**src/rtl/mmc_block_rx_pkg.sv**
```systemverilog
// Shared definitions for the MMC/SD block-read receive engine.
// State encoding, protocol byte constants, error codes and CRC polynomial.
package mmc_block_rx_pkg;

  typedef enum logic [2:0] {
    ST_IDLE,
    ST_TOKEN,
    ST_DATA,
    ST_CRC_H,
    ST_CRC_L
  } rx_state_t;

  localparam logic [7:0]  C_START_TOKEN     = 8'hFE;
  localparam logic [7:0]  C_IDLE_BYTE       = 8'hFF;

  localparam logic [1:0]  ERR_TOKEN_TIMEOUT = 2'd0;
  localparam logic [1:0]  ERR_DATA_TOKEN    = 2'd1;
  localparam logic [1:0]  ERR_CRC           = 2'd2;

  localparam logic [15:0] C_CRC16_POLY      = 16'h1021;

  // Big-endian lane: byte 0 of a word lands in bits [31:24]; 0 = write, 1 = protect.
  function automatic logic [3:0] lane_mask(input logic [1:0] idx);
    return ~(4'b1000 >> idx);
  endfunction

endpackage

```
**src/rtl/mmc_crc16_byte.sv**
```systemverilog
// Combinational one-byte step of CRC-16-CCITT, MSB first.
module mmc_crc16_byte
  import mmc_block_rx_pkg::*;
(
  input  logic [15:0] crc_in,
  input  logic [7:0]  data_byte,
  output logic [15:0] crc_out
);

  always_comb begin
    crc_out = crc_in;
    for (int unsigned i = 0; i < 8; i++) begin
      if (crc_out[15] ^ data_byte[3'(7 - i)])
        crc_out = {crc_out[14:0], 1'b0} ^ C_CRC16_POLY;
      else
        crc_out = {crc_out[14:0], 1'b0};
    end
  end

endmodule

```
**src/rtl/mmc_block_rx.sv**
```systemverilog
// Single-block read receiver: start-token poll, 512 data bytes into the sector buffer, CRC bytes.
// Optional CRC-16 check of the data bytes is built when MMC_BLOCK_RX_CRC16_EN is defined.
module mmc_block_rx
  import mmc_block_rx_pkg::*;
#(
  parameter int unsigned P_TOKEN_TIMEOUT = 1024
) (
  input  logic        iCLOCK,
  input  logic        iRESET_SYNC,
  input  logic        iSTART,
  output logic        oBUSY,
  output logic        oDONE,
  output logic        oERROR,
  output logic [1:0]  oERR_CODE,
  output logic        oSPI_REQ,
  input  logic        iSPI_BUSY,
  input  logic        iSPI_VALID,
  input  logic [7:0]  iSPI_DATA,
  output logic        oWR_REQ,
  output logic [3:0]  oWR_MASK,
  output logic [6:0]  oWR_ADDR,
  output logic [31:0] oWR_DATA
);

  rx_state_t   state, state_n;
  logic        phase_wait, phase_wait_n;
  logic [8:0]  byte_cnt;
  logic [15:0] poll_cnt;
  logic        rx_byte;
  logic        poll_last;
  logic        crc_ok;

  assign rx_byte   = (state != ST_IDLE) && phase_wait && iSPI_VALID;
  assign poll_last = ({1'b0, poll_cnt} + 17'd1) == 17'(P_TOKEN_TIMEOUT);

`ifdef MMC_BLOCK_RX_CRC16_EN
  logic [15:0] crc, crc_next;
  logic [7:0]  crc_h;

  mmc_crc16_byte u_crc (
    .crc_in    (crc),
    .data_byte (iSPI_DATA),
    .crc_out   (crc_next)
  );

  assign crc_ok = ({crc_h, iSPI_DATA} == crc);

  always_ff @(posedge iCLOCK) begin
    if (iRESET_SYNC) begin
      crc   <= '0;
      crc_h <= '0;
    end else if (state == ST_IDLE && iSTART) begin
      crc   <= '0;
    end else if (rx_byte && state == ST_DATA) begin
      crc   <= crc_next;
    end else if (rx_byte && state == ST_CRC_H) begin
      crc_h <= iSPI_DATA;
    end
  end
`else
  assign crc_ok = 1'b1;
`endif

  always_ff @(posedge iCLOCK) begin
    if (iRESET_SYNC) begin
      state      <= ST_IDLE;
      phase_wait <= 1'b0;
    end else begin
      state      <= state_n;
      phase_wait <= phase_wait_n;
    end
  end

  always_comb begin
    state_n      = state;
    phase_wait_n = phase_wait;
    if (state == ST_IDLE) begin
      if (iSTART) begin
        state_n      = ST_TOKEN;
        phase_wait_n = 1'b0;
      end
    end else if (!phase_wait) begin
      if (!iSPI_BUSY) phase_wait_n = 1'b1;
    end else if (iSPI_VALID) begin
      phase_wait_n = 1'b0;
      case (state)
        ST_TOKEN: begin
          if (iSPI_DATA == C_IDLE_BYTE) begin
            if (poll_last) state_n = ST_IDLE;
          end else if (iSPI_DATA == C_START_TOKEN) begin
            state_n = ST_DATA;
          end else begin
            state_n = ST_IDLE;
          end
        end
        ST_DATA:  if (byte_cnt == 9'd511) state_n = ST_CRC_H;
        ST_CRC_H: state_n = ST_CRC_L;
        ST_CRC_L: state_n = ST_IDLE;
        default:  state_n = ST_IDLE;
      endcase
    end
  end

  always_comb begin
    oBUSY    = (state != ST_IDLE);
    oSPI_REQ = (state != ST_IDLE) && !phase_wait;
  end

  always_ff @(posedge iCLOCK) begin
    if (iRESET_SYNC) begin
      byte_cnt  <= '0;
      poll_cnt  <= '0;
      oDONE     <= 1'b0;
      oERROR    <= 1'b0;
      oERR_CODE <= ERR_TOKEN_TIMEOUT;
      oWR_REQ   <= 1'b0;
      oWR_MASK  <= '1;
      oWR_ADDR  <= '0;
      oWR_DATA  <= '0;
    end else begin
      oDONE   <= 1'b0;
      oERROR  <= 1'b0;
      oWR_REQ <= 1'b0;
      if (state == ST_IDLE && iSTART) begin
        byte_cnt  <= '0;
        poll_cnt  <= '0;
        oERR_CODE <= ERR_TOKEN_TIMEOUT;
      end else if (rx_byte) begin
        case (state)
          ST_TOKEN: begin
            if (iSPI_DATA == C_IDLE_BYTE) begin
              poll_cnt <= poll_cnt + 16'd1;
              if (poll_last) begin
                oERROR    <= 1'b1;
                oERR_CODE <= ERR_TOKEN_TIMEOUT;
              end
            end else if (iSPI_DATA != C_START_TOKEN) begin
              oERROR    <= 1'b1;
              oERR_CODE <= ERR_DATA_TOKEN;
            end
          end
          ST_DATA: begin
            oWR_REQ  <= 1'b1;
            oWR_ADDR <= byte_cnt[8:2];
            oWR_MASK <= lane_mask(byte_cnt[1:0]);
            oWR_DATA <= {4{iSPI_DATA}};
            byte_cnt <= byte_cnt + 9'd1;
          end
          ST_CRC_L: begin
            if (crc_ok) begin
              oDONE <= 1'b1;
            end else begin
              oERROR    <= 1'b1;
              oERR_CODE <= ERR_CRC;
            end
          end
          default: ;
        endcase
      end
    end
  end

endmodule
```
**config.mk**
```make
export PLATFORM = sky130hd
export DESIGN_NAME = mmc_block_rx
export DESIGN_NICKNAME = d
export VERILOG_FILES = /design/src/rtl/mmc_block_rx_pkg.sv /design/src/rtl/mmc_crc16_byte.sv /design/src/rtl/mmc_block_rx.sv
export SDC_FILE = /design/constraint.sdc
export NUM_CORES = 1
export LEC_CHECK = 0
export CAP_MARGIN = 20
export CORE_ASPECT_RATIO = 0.7
export CORE_UTILIZATION = 30
export CTS_CLUSTER_DIAMETER = 30
export DETAILED_ROUTE_END_ITERATION = 8
export PLACE_DENSITY = 0.49
export SETUP_SLACK_MARGIN = 0.1
export SYNTH_ARGS = -nofsm -noshare
export SYNTH_HDL_FRONTEND = slang
export SYNTH_HIERARCHICAL = 1
export SYNTH_SLANG_ARGS = --single-unit
```
**constraint.sdc**
```tcl
create_clock -name iCLOCK -period 5.2 [get_ports iCLOCK]
set_input_delay 0.78 -clock iCLOCK [delete_from_list [all_inputs] [get_ports iCLOCK]]
set_output_delay 0.78 -clock iCLOCK [all_outputs]
set_load 0.005 [all_outputs]
```
---- After elaboration in Yosys (flattened, before gate mapping) ----
Cells that the tools add are included.
storage, ports and cells
  word-level logic and storage cells ...... 72
  flip-flop bits (word level) ............. 77
  output and inout bits ................... 50
  input bits .............................. 13
operators by class
  equal/unequal tests ..................... 13
  add/subtract/negate cells ............... 3
  multiplexer cells ....................... 22
  bitwise gates (word level) .............. 4
  shift-type cells ........................ 1
  reductions and logical operators ........ 18
operators with widths
  operator               number
  $mux 3                 7
  $add 16x1->17 const B  1
  $eq 17x11->1 const B   1
  $add 16x1->16 const B  1
  $eq 8x8->1 const B     2
  $mux 1                 10
  $add 9x1->9 const B    1
  $eq 9x9->1 const B     1
  $pmux 3 s3             1
  $mux 2                 4
  $ne 8x8->1 const B     1
  $eq 3x2->1 const B     2
  $reduce_and 3->1       2
  $reduce_bool 2->1      3
  $reduce_and 5->1       1
  $logic_and 1x1->1      4
  $ne 2x2->1 const B     2
  $ne 4x4->1 const B     1
  $not 4->4              1
  $reduce_and 4->1       1
  $reduce_or 4->1        1
  $shr 4x2->4 const A    1
  $eq 3x1->1 const B     1
  $eq 3x3->1 const B     1
  other kinds (8)        10

---- Logic depth before layout (Yosys ltp) ----
Gate-level depths: netlist (run 1).
  word-level depth ........................ 8
  depth in mapped cells ................... 9
  depth with buffers taken out ............ 9

---- Worst setup path before layout (run 1) ----
OpenSTA, ideal clock, no wires.
  path type ............................... input to register
  start point ............................. in iSPI_VALID
  end point ............................... reg poll_cnt[4]
  slack ................................... 3192 ps
  stages on the path ...................... 5
  buffers on the path ..................... 0
  library setup time ...................... 128 ps
  arrival ................................. 1880 ps
  required time ........................... 5072 ps
  cell sequence ........................... nand2_1 > nor4_4 > or4b_1 > xnor2_1 > nor2_1
between the ends
  word-level cells in the longest chain between the ends .. 2
ends and longest elaborated chain
  what                               line                 text
  start: declaration                 mmc_block_rx.sv:17   input logic iSPI_VALID,
  $logic_and 1x1->1                  mmc_block_rx.sv:33   assign rx_byte = (state != ST_IDLE) && phase_wait && iSPI_VALID;
  $reduce_and 3->1 (no source line)  n/a
  end signal: assignment             mmc_block_rx.sv:132  poll_cnt <= poll_cnt + 16'd1;
  end: declaration                   mmc_block_rx.sv:28   logic [15:0] poll_cnt;
No other way between the ends.
A chain may end at the register's enable or synchronous reset.

---- Worst setup path in the final report (run 1) ----
  start point ............................. in iSPI_DATA[0]
  end point ............................... reg poll_cnt[4]
between the ends
  word-level cells in the longest chain between the ends .. 2
ends and longest elaborated chain
  what                               line                 text
  start: declaration                 mmc_block_rx.sv:18   input logic [7:0] iSPI_DATA,
  $eq 8x8->1                         mmc_block_rx.sv:131  if (iSPI_DATA == C_IDLE_BYTE) begin
  $reduce_and 3->1 (no source line)  n/a
No other way between the ends.

==> impl_metrics.py, run 1 <==
metrics = {
    "clock_tree": {
        "cts_tree": "built",
        "numCtsBuffers": 5,
        "cts_sinks": 52,
        "cts_resized": 0,
        "cts_hold_buf": 0,
        "cts_setup_buffers": 0,
        "clock_latency_ps": 290,
        "path_clk_slew_ps": 70,
        "clk_path_buf_depth": 2,
        "root_buffer": "clkbuf_16",
        "htreeDepth": 2,
    },
    "floorplan": {
        "start_util_pct": 31.75,
        "die_w_um": 116.6,
        "ios": 63,
        "rows": 28,
        "dieArea_sq_um": 9590,
        "dieHeight_um": 82.24,
        "core-area_sq_um": 8688,
    },
    "logic_synthesis": {
        "syn_inst": 336,
        "ys_ff_latch": 52,
        "synth.area.top_cells": "dfxtp_1, buf_4, nand2_1",
        "synth_cell_types": 50,
        "synth_ff_type": "dfxtp_1",
        "synth.largest_area_cell": "dfxtp_1",
        "synth_edf_count": 0,
        "syn-num-nets": 355,
        "synth_warnings": 6,
        "synth_top_area_share_pct": 37.73,
        "synth_area_per_cell_sq_um": 8.211,
        "synth_common_cells": "dfxtp_1, nand2_1, nor2_1",
        "synthArstFlopShare_pct": 0,
        "syn_area_sq_um": 2759,
        "seq_area_frac_synth_pct": 37.73,
        "yosysMostFrequentCell": "dfxtp_1",
    },
    "critical_path": {
        "path_class": "in2reg",
        "cp-start-kind": "input port",
        "path_cells": "clkdlybuf4s50_1 > inv_1 > nor4_4 > or4b_1 > xnor2_1 > nor2_1",
        "endpoint_kind": "flip-flop",
        "crit_slowest_cell": "nor4_4",
        "reg2reg_from": "phase_wait",
        "crit_required_ps": 5350,
        "crit_fanout": 13,
        "endpoint": "poll_cnt[4]",
        "path_depth": 6,
        "arrival_ps": 2940,
        "r2r_slack_ps": 2980,
        "path_buf_inv": 2,
        "reg2regPathDepth": 5,
        "max_stage_delay_ps": 700,
        "rr_endpoint": "poll_cnt[4]",
        "critical-path-top-delay-family": "simple AND/OR/NAND/NOR gates",
        "cp-startpoint": "iSPI_DATA[0]",
    },
    "cells_and_area": {
        "multi_input_area_sq_um": 1420,
        "drive_gt1_share_pct": 5.785,
        "final_cells": 483,
        "postLayoutCoreUtil_pct": 39.49,
        "syn2layout_area_growth_pct": 24.35,
        "finalNetCount": 381,
        "fillers": 932,
        "n_antenna_cell": 0,
        "seq_area_sq_um": 1041,
    },
    "placed_design": {
        "dpl.cell_count": 475,
        "gp_congestion": 0.8067,
        "dp_hpwl_mm": 4.592,
        "io_buffers": 61,
    },
    "drt": {
        "routed_wirelength_mm": 6.377,
        "vias_per_cell": 4.741,
        "wire_per_inst_um": 13.20,
        "drt_iter0_markers": 96,
        "vias": 2290,
        "first_pass_iters": 4,
        "drtAntennaViolNets": 0,
        "drc": 0,
    },
    "global_route": {
        "grt_max_degree": 29,
        "antenna_found_initial": 0,
        "grtUsageTotal_pct": 13.75,
        "overflow": 0,
        "first_global_vias": 2048,
        "grt_pass1_wl_mm": 10.32,
    },
    "timing": {
        "slew_headroom_pct": 44.26,
        "whs_ps": 457.1,
        "period_needed_ps": 2791,
        "worst_pin_slew_ps": 836.2,
        "slew_viol_final": 0,
        "hold_viol": 0,
        "rsz0062_at_grt": "no",
        "finalClockSkew_ps": 8.597,
        "setup_viol": 0,
        "final.setup.tns_ps": 0,
        "clock.fmax_mhz": 358.3,
        "finalCritPeriodShare_pct": 53.67,
    },
    "min_path": {
        "hold_class": "reg2reg",
    },
    "power_and_ir_drop": {
        "ir_drop_mv": 0.1637,
        "p_leak_nw": 1.189,
        "power.density_nw_per_um2": 237.4,
        "finalPower_uw": 814.4,
    },
    "job": {
        "cap_violations": 0,
    },
    "status": {
        "status": "complete, no violations",
    },
}
final cells by class:
class	count	area share [%]
Multi-Input combinational cell	233	41.39
Inverter	7	0.7659
Clock inverter	3	1.240
Sequential cell	52	30.34
Clock buffer	5	3.647
Timing Repair Buffer	63	18.23
Tap cell	120	4.376
how the worst min path moves through the flow:
stage	from	endpoint	cells past startpoint
2_1_floorplan	byte_cnt[8]	oWR_ADDR[6]	2
3_3_place_gp	oWR_MASK[2]	oWR_MASK[2]	1
3_5_place_dp	oWR_ADDR[4]	oWR_ADDR[4]	2
4_1_cts	oWR_ADDR[6]	oWR_ADDR[6]	2
5_1_grt	oWR_ADDR[1]	oWR_ADDR[1]	2
6_report	oWR_ADDR[6]	oWR_ADDR[6]	2
logic make-up (layout without fill, tap and decap cells):
kind of cell,count (synthesis),in the layout,synth area share (%)
other,1,1,0.1359
and+or+nand+nor,148,148,28.80
AOI/OAI and AO/OA,54,54,12.15
DFF,52,52,37.73
adders and majority gates,6,6,2.721
buffers and inverters,51,78,10.79
xor gates and xnor gates,23,23,7.301
muxes,1,1,0.3628
tightest hold or removal path, delay by kind of cell (launching register included):
kind,cells,cell delay (ps)
flip-flops,1,310
AND/OR/NAND/NOR,1,50
AO/OA/AOI/OAI,1,50
sequential cells by signal, summed over array words and instances (netlist names):
register / count
poll_cnt: 16
byte_cnt: 9
oWR_DATA: 8
oWR_ADDR: 7
oWR_MASK: 4
state: 3
oDONE: 1
oERROR: 1
oERR_CODE: 1
oWR_REQ: 1
phase_wait: 1
layout by cell type, fill, tap and decap left out, drive strengths merged, types with 2 or more instances in the layout:
cell	count
a2111oi	2
a211o	4
a211oi	2
a21o	2
a21oi	28
and2	2
and3	6
and4	2
buf	2
clkbuf	5
clkdlybuf4s50	61
dfxtp	52
ha	6
inv	7
nand2	45
nand2b	3
nand3	12
nand4	16
nor2	37
nor2b	2
nor3	8
nor4	4
o21ai	8
or3	5
or4	2
xnor2	5
xor2	18
per-layer routing:
metal | track usage [%] | up-vias | wire length, um
met2 | 19.88 | 57 | 2704
met4 | 2.658 | 0 | 15
met1 | 20.69 | 1043 | 3364
met3 | 2.993 | 2 | 293
met5 | 0 | - | 0
li1 | - | 1188 | -
where the power goes:
part | internal [mW] | total (mW) | switching [mW] | leakage (nW)
Sequential | 0.399 | 0.401 | 0.00215 | 0.419
Clock | 0.226 | 0.377 | 0.151 | 0.0798
Combinational | 0.0152 | 0.0359 | 0.0207 | 0.690
Total | 0.641 | 0.814 | 0.174 | 1.19
metrics by stage:
stage	setup slack [ps]	cell area, sq um
2_1_floorplan	3192	2759
3_3_place_gp	2175	3263
3_5_place_dp	2126	3263
4_1_cts	2399	3431
5_1_grt	2228	3431
6_report	2409	3431
Power figures use the tool's default switching activity.
==> run 2: changes to the inputs <==
--- a/config.mk
+++ b/config.mk
@@ -10,7 +10,7 @@
 export CORE_UTILIZATION = 30
 export CTS_CLUSTER_DIAMETER = 30
 export DETAILED_ROUTE_END_ITERATION = 8
-export PLACE_DENSITY = 0.49
+export PLACE_DENSITY = 0.51
 export SETUP_SLACK_MARGIN = 0.1
 export SYNTH_ARGS = -nofsm -noshare
 export SYNTH_HDL_FRONTEND = slang
==> constraint.sdc (replaced) <==
create_clock -name iCLOCK -period 2.55 [get_ports iCLOCK]
set_input_delay 0.3825 -clock iCLOCK [delete_from_list [all_inputs] [get_ports iCLOCK]]
set_output_delay 0.3825 -clock iCLOCK [all_outputs]
set_load 0.005 [all_outputs]
==> run 2 against run 1 <==
  * Sequential share of layout area is 0.37 points lower
  * Critical endpoint is now oSPI_REQ
  * Largest cell class unchanged
  * Clock-buffer cell count increased by 2
  * Critical path type is now reg2out
  * Cell count increased by 1.7%
  * Combinational power increased by 120%
==> impl_metrics.py, run 2 (synthesis results as in run 1) <==
metrics = {
    "floorplan": {
        "die_w_um": 116.6,
        "rows": 28,
        "core-area_sq_um": 8688,
        "start_util_pct": 31.75,
        "dieArea_sq_um": 9590,
        "ios": 63,
        "dieHeight_um": 82.24,
    },
    "timing": {
        "setup_viol": 0,
        "final.setup.tns_ps": 0,
        "slew_viol_final": 0,
        "hold_viol": 0,
        "rsz0062_at_grt": "no",
        "finalClockSkew_ps": 6.231,
        "clock.fmax_mhz": 464.0,
        "finalCritPeriodShare_pct": 84.52,
        "period_needed_ps": 2155,
    },
    "critical_path": {
        "path_class": "reg2out",
        "arrival_ps": 1770,
        "crit_required_ps": 2170,
        "cp-start-kind": "flip-flop",
        "crit_fanout": 11,
        "reg2regPathDepth": 6,
        "rr_endpoint": "poll_cnt[14]",
        "path_cells": "nor3_2 > nor2_1 > clkdlybuf4s50_1",
        "reg2reg_from": "poll_cnt[0]",
        "r2r_slack_ps": 520,
        "endpoint_kind": "output pin",
        "critical-path-top-delay-family": "simple AND/OR/NAND/NOR gates",
        "max_stage_delay_ps": 470,
        "path_buf_inv": 1,
        "crit_slowest_cell": "nor3_2",
    },
    "global_route": {
        "grtUsageTotal_pct": 13.54,
        "grt_pass1_wl_mm": 10.09,
        "first_global_vias": 1996,
        "antenna_found_initial": 0,
        "grt_max_degree": 21,
        "overflow": 0,
    },
    "placed_design": {
        "gp_congestion": 0.8257,
        "io_buffers": 61,
        "dp_hpwl_mm": 4.766,
    },
    "cells_and_area": {
        "syn2layout_area_growth_pct": 25.90,
        "finalNetCount": 389,
        "largest_reg_flops": 16,
        "reg_top3": "poll_cnt (16), byte_cnt (9), oWR_DATA (8)",
        "layout_commonest_cell": "clkdlybuf4s50_1",
        "drive_gt1_share_pct": 7.547,
        "postLayoutCoreUtil_pct": 39.98,
        "regMostFlops": "poll_cnt",
        "layout_common_cells": "clkdlybuf4s50_1, dfxtp_1, nand2_1",
        "n_antenna_cell": 0,
    },
    "min_path": {
        "hold_class": "reg2reg",
        "min_to": "oWR_ADDR[6]",
        "hold_depth": 2,
        "min-delay-start": "oWR_ADDR[6]",
    },
    "clock_tree": {
        "path_clk_slew_ps": 70,
        "numCtsBuffers": 5,
        "clock_latency_ps": 290,
        "cts_sinks": 52,
        "cts_resized": 0,
        "root_buffer": "clkbuf_16",
        "cts_setup_buffers": 0,
        "cts_tree": "built",
        "clk_path_buf_depth": 2,
        "cts_hold_buf": 0,
        "htreeDepth": 2,
    },
    "drt": {
        "drc": 0,
        "drtAntennaViolNets": 0,
        "wire_per_inst_um": 13.19,
        "routed_wirelength_mm": 6.477,
        "vias": 2335,
        "drt_iter0_markers": 108,
        "vias_per_cell": 4.756,
        "first_pass_iters": 4,
    },
    "power_and_ir_drop": {
        "power.density_nw_per_um2": 455.8,
        "ir_drop_mv": 0.3024,
        "p_leak_nw": 1.218,
    },
    "status": {
        "status": "complete, no violations",
    },
    "job": {
        "cap_violations": 0,
    },
}
[run 2: cell types whose count changed in the layout (fill, tap and decap cells not counted), sizes merged]
cell,change
clkbuf,+2
clkinv,-1
buf,+8
bufinv,-1
[run 2: power breakdown]
group | switching, mW | internal, mW
combinational | 0.0431 | 0.0346
sequential | 0.00393 | 0.814
clock | 0.296 | 0.392
[run 2: worst min-delay path: cells and delay by family, from the launching register on]
family | cells | cell delay [ps]
flops | 1 | 310
compound gates | 1 | 50
simple gates | 1 | 50
[run 2: area by class of cell]
| type | count | area (sq um) |
|---|---|---|
| flip-flops and latches | 52 | 1041 |
| well taps | 120 | 150.1 |
| clock buffers | 7 | 142.6 |
| inverters | 7 | 26.28 |
| clock inverters | 1 | 7.507 |
| repair buffers | 71 | 685.7 |
| multi-input cells | 233 | 1420 |
| fillers | 927 | 5215 |
[run 2: metal layers]
metal / global-route usage [%] / part of all wire [%]
met5: 0 / 0
met4: 1.899 / 0.14
met3: 2.847 / 5.1
met1: 20.62 / 55
met2: 19.64 / 40
[run 2: worst max-delay path by stage]
stage	slack (ps)	start	end	depth (start not counted)
2_1_floorplan	840	poll_cnt[0]	oERROR	6
3_3_place_gp	340	iSPI_VALID	poll_cnt[4]	6
3_5_place_dp	340	iSPI_VALID	poll_cnt[4]	6
4_1_cts	370	state[2]	oSPI_REQ	3
5_1_grt	270	state[2]	oSPI_REQ	3
6_report	390	state[2]	oSPI_REQ	3
[run 2: metrics by stage]
step / power, mW / cell area (sq um) / hold slack [ps] / cells / setup WS [ps]
floorplan: 0.8712 / 2759 / 449.4 / 336 / 836.3
global placement: 0.9154 / 3323 / 441.6 / 483 / 343.8
detailed placement: 0.9154 / 3323 / 449.5 / 483 / 341.3
CTS: 1.608 / 3473 / 459.9 / 491 / 373.3
global route: 1.649 / 3473 / 485.6 / 491 / 270.5
finish: 1.583 / 3473 / 454.4 / 491 / 394.7
